## src/rtl/solar_scan_sched_if.sv

```systemverilog
// rtl/solar_scan_sched_if.sv - analog mux / converter handshake and captured-sample signals
interface solar_scan_sched_if #(
    parameter int DW = 10,
    parameter int CW = 2
);
    logic [CW-1:0] mux_sel_o;
    logic          conv_start_o;
    logic          conv_done_i;
    logic [DW-1:0] conv_data_i;
    logic          smp_valid_o;
    logic [CW-1:0] smp_ch_o;
    logic [DW-1:0] smp_data_o;

    modport master (
        output mux_sel_o, conv_start_o, smp_valid_o, smp_ch_o, smp_data_o,
        input  conv_done_i, conv_data_i
    );

    modport slave (
        input  mux_sel_o, conv_start_o, smp_valid_o, smp_ch_o, smp_data_o,
        output conv_done_i, conv_data_i
    );
endinterface

```

## src/rtl/solar_scan_sched.sv

```systemverilog
// rtl/solar_scan_sched.sv - round-robin sensor scan: settle, convert, capture, flag faults/timeouts
module solar_scan_sched #(
    parameter int NCH     = 4,
    parameter int DW      = 10,
    parameter int SETTLE  = 8,
    parameter int TIMEOUT = 255,
    parameter int PERIOD  = 1000
) (
    input  logic                  wb_clk_i,
    input  logic                  wb_rst_ni,
    input  logic                  enable_i,
    input  logic [DW-1:0]         thresh_i,
    solar_scan_sched_if.master    conv,
    output logic [NCH-1:0]        fault_o,
    output logic [NCH-1:0]        timeout_o,
    output logic                  scan_done_o,
    output logic                  overrun_o,
    output logic                  busy_o
);
    localparam int CW   = (NCH > 1) ? $clog2(NCH) : 1;
    localparam int CMAX = (SETTLE > TIMEOUT) ? SETTLE : TIMEOUT;
    localparam int CNTW = $clog2(CMAX + 1);
    localparam int PW   = $clog2(PERIOD + 1);

    localparam logic [CNTW-1:0] SETTLE_LD  = CNTW'(SETTLE - 1);
    localparam logic [CNTW-1:0] TIMEOUT_LD = CNTW'(TIMEOUT - 1);
    localparam logic [PW-1:0]   PERIOD_LD  = PW'(PERIOD - 1);
    localparam logic [CW-1:0]   LAST_CH    = CW'(NCH - 1);

    typedef enum logic [2:0] {S_IDLE, S_SETTLE, S_START, S_WAIT, S_NEXT} state_t;

    state_t          state_q, state_d;
    logic [CW-1:0]   ch_q, ch_d;
    logic [CNTW-1:0] cnt_q, cnt_d;
    logic [PW-1:0]   per_q, per_d;
    logic            overrun_q, overrun_d;
    logic [NCH-1:0]  fault_q, fault_d;
    logic [NCH-1:0]  timeout_q, timeout_d;
    logic            smp_valid_q, smp_valid_d;
    logic [CW-1:0]   smp_ch_q, smp_ch_d;
    logic [DW-1:0]   smp_data_q, smp_data_d;
    logic            tick;

    assign tick = enable_i && (per_q == '0);

    always_ff @(posedge wb_clk_i or negedge wb_rst_ni) begin
        if (!wb_rst_ni) begin
            state_q     <= S_IDLE;
            ch_q        <= '0;
            cnt_q       <= '0;
            per_q       <= '0;
            overrun_q   <= 1'b0;
            fault_q     <= '0;
            timeout_q   <= '0;
            smp_valid_q <= 1'b0;
            smp_ch_q    <= '0;
            smp_data_q  <= '0;
        end else begin
            state_q     <= state_d;
            ch_q        <= ch_d;
            cnt_q       <= cnt_d;
            per_q       <= per_d;
            overrun_q   <= overrun_d;
            fault_q     <= fault_d;
            timeout_q   <= timeout_d;
            smp_valid_q <= smp_valid_d;
            smp_ch_q    <= smp_ch_d;
            smp_data_q  <= smp_data_d;
        end
    end

    always_comb begin
        state_d     = state_q;
        ch_d        = ch_q;
        cnt_d       = cnt_q;
        per_d       = per_q;
        overrun_d   = overrun_q;
        fault_d     = fault_q;
        timeout_d   = timeout_q;
        smp_valid_d = 1'b0;
        smp_ch_d    = smp_ch_q;
        smp_data_d  = smp_data_q;

        if (!enable_i) begin
            // Disable abandons any scan; the fault/timeout history survives.
            state_d   = S_IDLE;
            ch_d      = '0;
            cnt_d     = '0;
            per_d     = '0;
            overrun_d = 1'b0;
        end else begin
            per_d = tick ? PERIOD_LD : per_q - PW'(1);
            if (tick && (state_q != S_IDLE)) overrun_d = 1'b1;

            case (state_q)
                S_IDLE: begin
                    if (tick) begin
                        ch_d    = '0;
                        cnt_d   = SETTLE_LD;
                        state_d = S_SETTLE;
                    end
                end
                S_SETTLE: begin
                    if (cnt_q == '0) state_d = S_START;
                    else             cnt_d   = cnt_q - CNTW'(1);
                end
                S_START: begin
                    cnt_d   = TIMEOUT_LD;
                    state_d = S_WAIT;
                end
                S_WAIT: begin
                    // A response on the final wait cycle still counts as answered.
                    if (conv.conv_done_i) begin
                        smp_valid_d     = 1'b1;
                        smp_ch_d        = ch_q;
                        smp_data_d      = conv.conv_data_i;
                        fault_d[ch_q]   = (conv.conv_data_i < thresh_i);
                        timeout_d[ch_q] = 1'b0;
                        state_d         = S_NEXT;
                    end else if (cnt_q == '0) begin
                        timeout_d[ch_q] = 1'b1;
                        state_d         = S_NEXT;
                    end else begin
                        cnt_d = cnt_q - CNTW'(1);
                    end
                end
                S_NEXT: begin
                    if (ch_q == LAST_CH) begin
                        ch_d    = '0;
                        state_d = S_IDLE;
                    end else begin
                        ch_d    = ch_q + CW'(1);
                        cnt_d   = SETTLE_LD;
                        state_d = S_SETTLE;
                    end
                end
                default: state_d = S_IDLE;
            endcase
        end
    end

    assign conv.mux_sel_o    = ch_q;
    assign conv.conv_start_o = enable_i && (state_q == S_START);
    assign conv.smp_valid_o  = smp_valid_q;
    assign conv.smp_ch_o     = smp_ch_q;
    assign conv.smp_data_o   = smp_data_q;
    assign scan_done_o       = enable_i && (state_q == S_NEXT) && (ch_q == LAST_CH);
    assign fault_o           = fault_q;
    assign timeout_o         = timeout_q;
    assign overrun_o         = overrun_q;
    assign busy_o            = (state_q != S_IDLE);
endmodule

```

## src/flat_wrapper.sv

```systemverilog
// flat-port wrapper written by rule: the top's interface ports become plain ports
module solar_scan_sched_flat 
#(
    parameter int NCH     = 4,
    parameter int DW      = 10,
    parameter int SETTLE  = 8,
    parameter int TIMEOUT = 255,
    parameter int PERIOD  = 1000
)
  (wb_clk_i, wb_rst_ni, enable_i, thresh_i, fault_o, timeout_o, scan_done_o, overrun_o, busy_o, conv_mux_sel_o, conv_conv_start_o, conv_smp_valid_o, conv_smp_ch_o, conv_smp_data_o, conv_conv_done_i, conv_conv_data_i);
  solar_scan_sched_if #(.DW(DW)) conv_i ();
  input  logic wb_clk_i;
  input  logic wb_rst_ni;
  input  logic enable_i;
  input  logic [DW-1:0] thresh_i;
  output logic [NCH-1:0] fault_o;
  output logic [NCH-1:0] timeout_o;
  output logic scan_done_o;
  output logic overrun_o;
  output logic busy_o;
  output wire logic [$bits(conv_i.mux_sel_o)-1:0] conv_mux_sel_o;
  output wire logic [$bits(conv_i.conv_start_o)-1:0] conv_conv_start_o;
  output wire logic [$bits(conv_i.smp_valid_o)-1:0] conv_smp_valid_o;
  output wire logic [$bits(conv_i.smp_ch_o)-1:0] conv_smp_ch_o;
  output wire logic [$bits(conv_i.smp_data_o)-1:0] conv_smp_data_o;
  input wire logic [$bits(conv_i.conv_done_i)-1:0] conv_conv_done_i;
  input wire logic [$bits(conv_i.conv_data_i)-1:0] conv_conv_data_i;
  assign conv_mux_sel_o = conv_i.mux_sel_o;
  assign conv_conv_start_o = conv_i.conv_start_o;
  assign conv_smp_valid_o = conv_i.smp_valid_o;
  assign conv_smp_ch_o = conv_i.smp_ch_o;
  assign conv_smp_data_o = conv_i.smp_data_o;
  assign conv_i.conv_done_i = conv_conv_done_i;
  assign conv_i.conv_data_i = conv_conv_data_i;
  solar_scan_sched #(.NCH(NCH), .DW(DW), .SETTLE(SETTLE), .TIMEOUT(TIMEOUT), .PERIOD(PERIOD)) u_core (.wb_clk_i(wb_clk_i), .wb_rst_ni(wb_rst_ni), .enable_i(enable_i), .thresh_i(thresh_i), .conv(conv_i), .fault_o(fault_o), .timeout_o(timeout_o), .scan_done_o(scan_done_o), .overrun_o(overrun_o), .busy_o(busy_o));
endmodule
```

## config.mk

```make
export PLATFORM = sky130hd
export DESIGN_NAME = solar_scan_sched_flat
export DESIGN_NICKNAME = d
export VERILOG_FILES = /design/src/rtl/solar_scan_sched_if.sv /design/src/rtl/solar_scan_sched.sv /design/src/flat_wrapper.sv
export SDC_FILE = /design/constraint.sdc
export NUM_CORES = 1
export LEC_CHECK = 0
export ABC_AREA = 1
export CORE_ASPECT_RATIO = 1.75
export CORE_MARGIN = 4
export CORE_UTILIZATION = 45
export CTS_CLUSTER_SIZE = 28
export DETAILED_ROUTE_END_ITERATION = 10
export PLACE_DENSITY = 0.71
export SYNTH_ARGS = -nofsm -noshare
export SYNTH_HDL_FRONTEND = slang
export SYNTH_SLANG_ARGS = --single-unit
```

## constraint.sdc

```tcl
create_clock -name wb_clk_i -period 1.7 [get_ports wb_clk_i]
set_clock_uncertainty 0.05 [all_clocks]
set_input_delay 0.34 -clock wb_clk_i [delete_from_list [all_inputs] [get_ports wb_clk_i]]
set_output_delay 0.34 -clock wb_clk_i [all_outputs]
set_load 0.005 [all_outputs]
```

Word-level counts from Yosys, hierarchy flattened
Index checks and enable logic that the tools add are counted.
{"block": "totals", "regBits": 45, "out_inout_bits": 27, "elab_cells": 77}
{"block": "op_classes", "add_sub_neg": 3, "magnitude_cmp": 3, "n_eq_ne": 13, "mux": 29, "bitwise_logic": 3, "reduce_logical": 16}
{"op": "$mux W8", "count": 5}
{"op": "$pmux W8 S5", "count": 1}
{"op": "$mux W10", "count": 2}
{"op": "$mux W3", "count": 5}
{"op": "$pmux W3 S5", "count": 1}
{"op": "$logic_not A10 Y1", "count": 1}
{"op": "$lt A10 B10 Y1", "count": 1}
{"op": "$sub A10 B1 Y10 const B", "count": 1}
{"op": "$reduce_and A3 Y1", "count": 3}
{"op": "$logic_not A8 Y1", "count": 1}
{"op": "$mux W4", "count": 2}
{"op": "$sub A8 B1 Y8 const B", "count": 1}
{"op": "$mux W1", "count": 7}
{"op": "$eq A3 B2 Y1 const B", "count": 2}
{"op": "$logic_and A1 B1 Y1", "count": 6}
{"op": "$mux W2", "count": 3}
{"op": "$ne A3 B2 Y1 const B", "count": 2}
{"op": "$ne A3 B3 Y1 const B", "count": 2}
{"op": "$ne A6 B1 Y1 const B", "count": 1}
{"op": "$and A4 B4 Y4", "count": 1}
{"op": "$bwmux W4", "count": 1}
{"op": "$ne A4 B3 Y1 const B", "count": 1}
{"op": "$not A4 Y4", "count": 1}
{"op": "$or A4 B4 Y4", "count": 1}
{"op": "15 further kinds", "count": 15}

Logic depth before layout (Yosys ltp)
{"block": "logic_depth", "depth_word": 7, "ltp_mapped": 10, "ltp_nobuf": 10}

Worst setup path before layout
Ideal clock, no wire load.
{"block": "synth_path", "path_type": "register -> register", "from": "register u_core.per_q[0]", "to": "register u_core.state_q[1]", "setup_ps": 124, "arrival_time_ps": 1372, "required_time_ps": 1526, "path_slack_ps": 154, "path_stages_with_launch": 10, "path_buffers": 0, "cell_sequence": "dfrtp_1 inv_1 ha_1 nand2_1 nor2_2 nand3_2 nand3_4 o21ai_0 nand2_1 o21ai_1"}
{"block": "synth_between", "elab_chain_len": 4}
{"item": "from (decl)", "line_no": "solar_scan_sched.sv:35", "text": "logic [PW-1:0] per_q, per_d;"}
{"item": "from (signal assigned)", "line_no": "solar_scan_sched.sv:62", "text": "per_q <= per_d;"}
{"item": "$logic_not A10 Y1", "line_no": "solar_scan_sched.sv:44", "text": "assign tick = enable_i && (per_q == '0);"}
{"item": "$logic_and A1 B1 Y1", "line_no": "solar_scan_sched.sv:44"}
{"item": "$ne A3 B2 Y1 (no line)"}
{"item": "$reduce_and A3 Y1 (no line)"}
{"item": "to (signal assigned)", "line_no": "solar_scan_sched.sv:59", "text": "state_q <= state_d;"}
{"item": "to (decl)", "line_no": "solar_scan_sched.sv:32", "text": "state_t state_q, state_d;"}
No other way between the ends.
A chain may end at the register's enable or synchronous reset.

Worst setup path after layout
{"block": "layout_path", "from": "register u_core.state_q[0]", "to": "output busy_o"}
{"block": "layout_between", "elab_chain_len": 1}
{"item": "$reduce_bool A3 Y1", "line_no": "solar_scan_sched.sv:151", "text": "assign busy_o = (state_q != S_IDLE);"}
{"item": "to (decl)", "line_no": "flat_wrapper.sv:20", "text": "output logic busy_o;"}
No other way between the ends.

==> out/results.ini <==
[sta]
hold_violations=0
tightest_slew_ns=0.258
max_freq_mhz=615
max_slew_margin_pct=82.8
drv_slew=0
rsz0062_at_grt=true
fin_crit_sh_pct=95.7
fin_ws_ns=0.0739
setup_violations=0
finalCriticalPeriod_ns=1.63

[clock_network]
root_buffer=clkbuf_8
worstSkewPairLatency_ns=0.31
cts_buffer_depth=2
cts_sinks=45
path_clk_slew_ns=0.08
cts_htree_levels=2
cts_tree=built
cts_buffers=5

[worst_setup_path]
worstPathArrival_ns=1.24
r2r-end=u_core.cnt_q[6]$_DFFE_PN0P_
crit_path_cell_trace=clkinv_2 -> nand2_4 -> buf_6 -> nor2_4 -> inv_1 -> buf_2
rrSetupSlack_ns=0.09
r2r_start=u_core.per_q[0]$_DFF_PN0_
rr_worst_depth=9
cp.required_ns=1.31
end_kind=output port
cp_top_family=flip-flops
path_max_fanout=3
slowest_delay_ns=0.39
critical_path_class=reg2out
cpMaxStageDelayCell=dfrtp_1
crit_buf_inv=4
start_kind=register

[status]
status=completed

[synthesis]
synth_top_area_share_pct=43.3
synth.distinct_cells=34
synth_seq_cells=45
ys_warn_count=0
yosysTopAreaCell=dfrtp_1
syn_nets=364
ys_top_cells_by_area=dfrtp_1, nand2_1, ha_1
synthesis.area_um2=2600
ys_seq_area_share_pct=43.3
synthCells=324
avgSynthCellArea_um2=8.02

[die]
die_x_um=65.5
initial_core_util_pct=46.6
row_count=36
fp.dieH_um=109
die-area_um2=7110
coreArea_um2=5590
num_io_pins=51

[placed_design]
dp_slack_ns=-0.426
dpl.hpwl_mm=4.71
place.gp.congestion=0.798
portBuffers=50
dp.cells=479

[finish]
area_growth_pct=40.0
antenna_cells=0
finalNonFillerCells=494
drive_above_1_share_pct=21.8
fin_nets=457

[power]
leakage_nw=1.90
power_density_nw_per_um2=1360
peakVddDrop_mv=0.846

[drt]
ant_nets=0
routed_wl_mm=6.31
dr_wl_met2_mm=3.37
drc=0
met3WireLength_um=391
drt-met1-wl_mm=2.37
wl_per_cell_um=12.8
dr_total_vias=2381
top_layer=met4
drtIter0Drc=98
drt_pass1_iterations=4
avgViaCountPerCell=4.82

[job]
maxCapViolCount=0

[worst_hold_path]
hp-class=reg2reg
holdPathStages=2
hold_start=u_core.conv.smp_data_o[9]$_DFFE_PN0P_
holdPathEnd=u_core.conv.smp_data_o[9]$_DFFE_PN0P_

[grt]
grt_usage_pct=19.6
grt_max_degree=46
first_global_vias=2482
antenna_found_initial=0
grt_pass1_wl_mm=10.7
grt_overflow=0

[how the worst max path moves through the flow]
stage / slack [ns] / start / depth (start not counted) / to
after floorplan: 0.15 / u_core.per_q[0]$_DFF_PN0_ / 9 / u_core.state_q[1]$_DFFE_PN0P_
after global placement: -0.42 / enable_i / 6 / scan_done_o
after detailed placement: -0.43 / enable_i / 6 / scan_done_o
after CTS: 0.0007 / u_core.state_q[0]$_DFFE_PN0P_ / 5 / conv_conv_start_o
after global routing: -0.006 / u_core.per_q[0]$_DFF_PN0_ / 9 / u_core.cnt_q[3]$_DFFE_PN0P_
final: 0.07 / u_core.state_q[0]$_DFFE_PN0P_ / 6 / busy_o
[cell type report]
cell class / instances / area [um2]
fillers: 515 / 1940
multi-input cells: 230 / 1330
flip-flops and latches: 45 / 1130
repair buffers: 89 / 796
inverters: 46 / 174
well taps: 76 / 95.1
clock buffers: 7 / 86.3
clock inverters: 1 / 30.0
[report_power, final]
group / internal [mW] / switching [mW] / total, mW
Clock: 0.480 / 0.373 / 0.853
Sequential: 1.40 / 0.250 / 1.65
Combinational: 1.10 / 1.35 / 2.45
Total: 2.98 / 1.98 / 4.95
[metrics by stage]
| step | hold slack, ns | cell area [um2] | total power [mW] | util, % | setup TNS (ns) |
|---|---|---|---|---|---|
| floorplan | -0.00559 | 2600 | 3.06 | - | 0 |
| global placement | 0.290 | 3420 | 3.87 | 61.2 | -8.64 |
| detailed placement | 0.292 | 3420 | 3.93 | 61.2 | -9.14 |
| CTS | 0.444 | 3570 | 4.89 | 64.0 | 0 |
| global route | 0.464 | 3640 | 5.38 | 65.2 | -0.0200 |
| finish | 0.442 | 3640 | 4.95 | 65.2 | 0 |
[placed cells by master (no fill, tap or decap), types with 2 or more instances in the layout]
cell type	n
nand2_1	93
dfrtp_1	45
clkdlybuf4s50_1	43
inv_1	37
buf_4	34
nor2_1	22
nand3_1	17
o21ai_0	16
a21oi_1	16
ha_1	15
inv_2	7
nand2_2	7
nor2_2	6
nand4_1	6
clkbuf_8	6
nor2_4	4
xor2_1	4
buf_2	4
nand2_4	3
o21ai_1	3
dlygate4sd2_1	3
buf_6	3
nand3_2	2
nor2_8	2
o21ai_2	2
[cell families (layout without fill, tap and decap cells)]
group / Yosys count / in the layout / share of synthesized area (%)
simple gates: 167 / 167 / 30.6
fa+ha+maj: 16 / 16 / 7.70
flops: 45 / 45 / 43.3
buf+inv: 49 / 143 / 7.60
xor+xnor: 4 / 4 / 1.35
compound gates: 43 / 43 / 9.43
[tightest hold or removal path, stage by stage, from the launching register on]
cell and delay [ns]:
dfrtp_1 0.36, nand2_1 0.05, nand2_1 0.05
[metal layers]
metal,track usage (%),up-vias
li1,-,1214
met3,6.65,17
met5,0,-
met4,9.20,0
met1,18.6,1091
met2,36.5,59
[timing repair]
action / CTS / global route
hold buffers: 1 / 0
pin swaps: 3 / 9
endpoints found under the hold margin: 45 / 0
buffers inserted: 3 / 3
cloned: 0 / 0
endpoints found under the setup margin: 13 / 13
gates resized for setup: 19 / 17
[synthesized netlist by cell type]
cell type,count
nand2_4,2
nor2_4,2
a22o_1,1
nand2_1,96
nand4_1,6
nor3_1,1
nor2_1,25
a21o_1,1
nand3b_1,1
buf_2,1
nand2_2,5
a21oi_4,1
clkinv_2,1
dfrtp_1,45
nand3_1,18
xor2_1,4
o21ai_2,1
buf_4,1
clkinv_1,1
o21bai_2,1
o21ai_1,2
o31ai_1,1
inv_2,6
nor2_8,2
nand2_8,1
nor2_2,5
ha_1,16
buf_6,1
a21oi_1,17
inv_1,38
o21ai_0,18
nand3_4,1
or2_2,1
nand3_2,1
[flip-flops by register name, summed over array words and instances (netlist names), named ones only]
name and cells:
u_core.overrun_o 1, u_core.state_q 3, u_core.conv.smp_valid_o 1, u_core.conv.smp_ch_o 2, u_core.cnt_q 8, u_core.conv.mux_sel_o 2
u_core.per_q 10, u_core.fault_o 4, u_core.conv.smp_data_o 10
No activity file was read; power rests on OpenSTA's default activity.
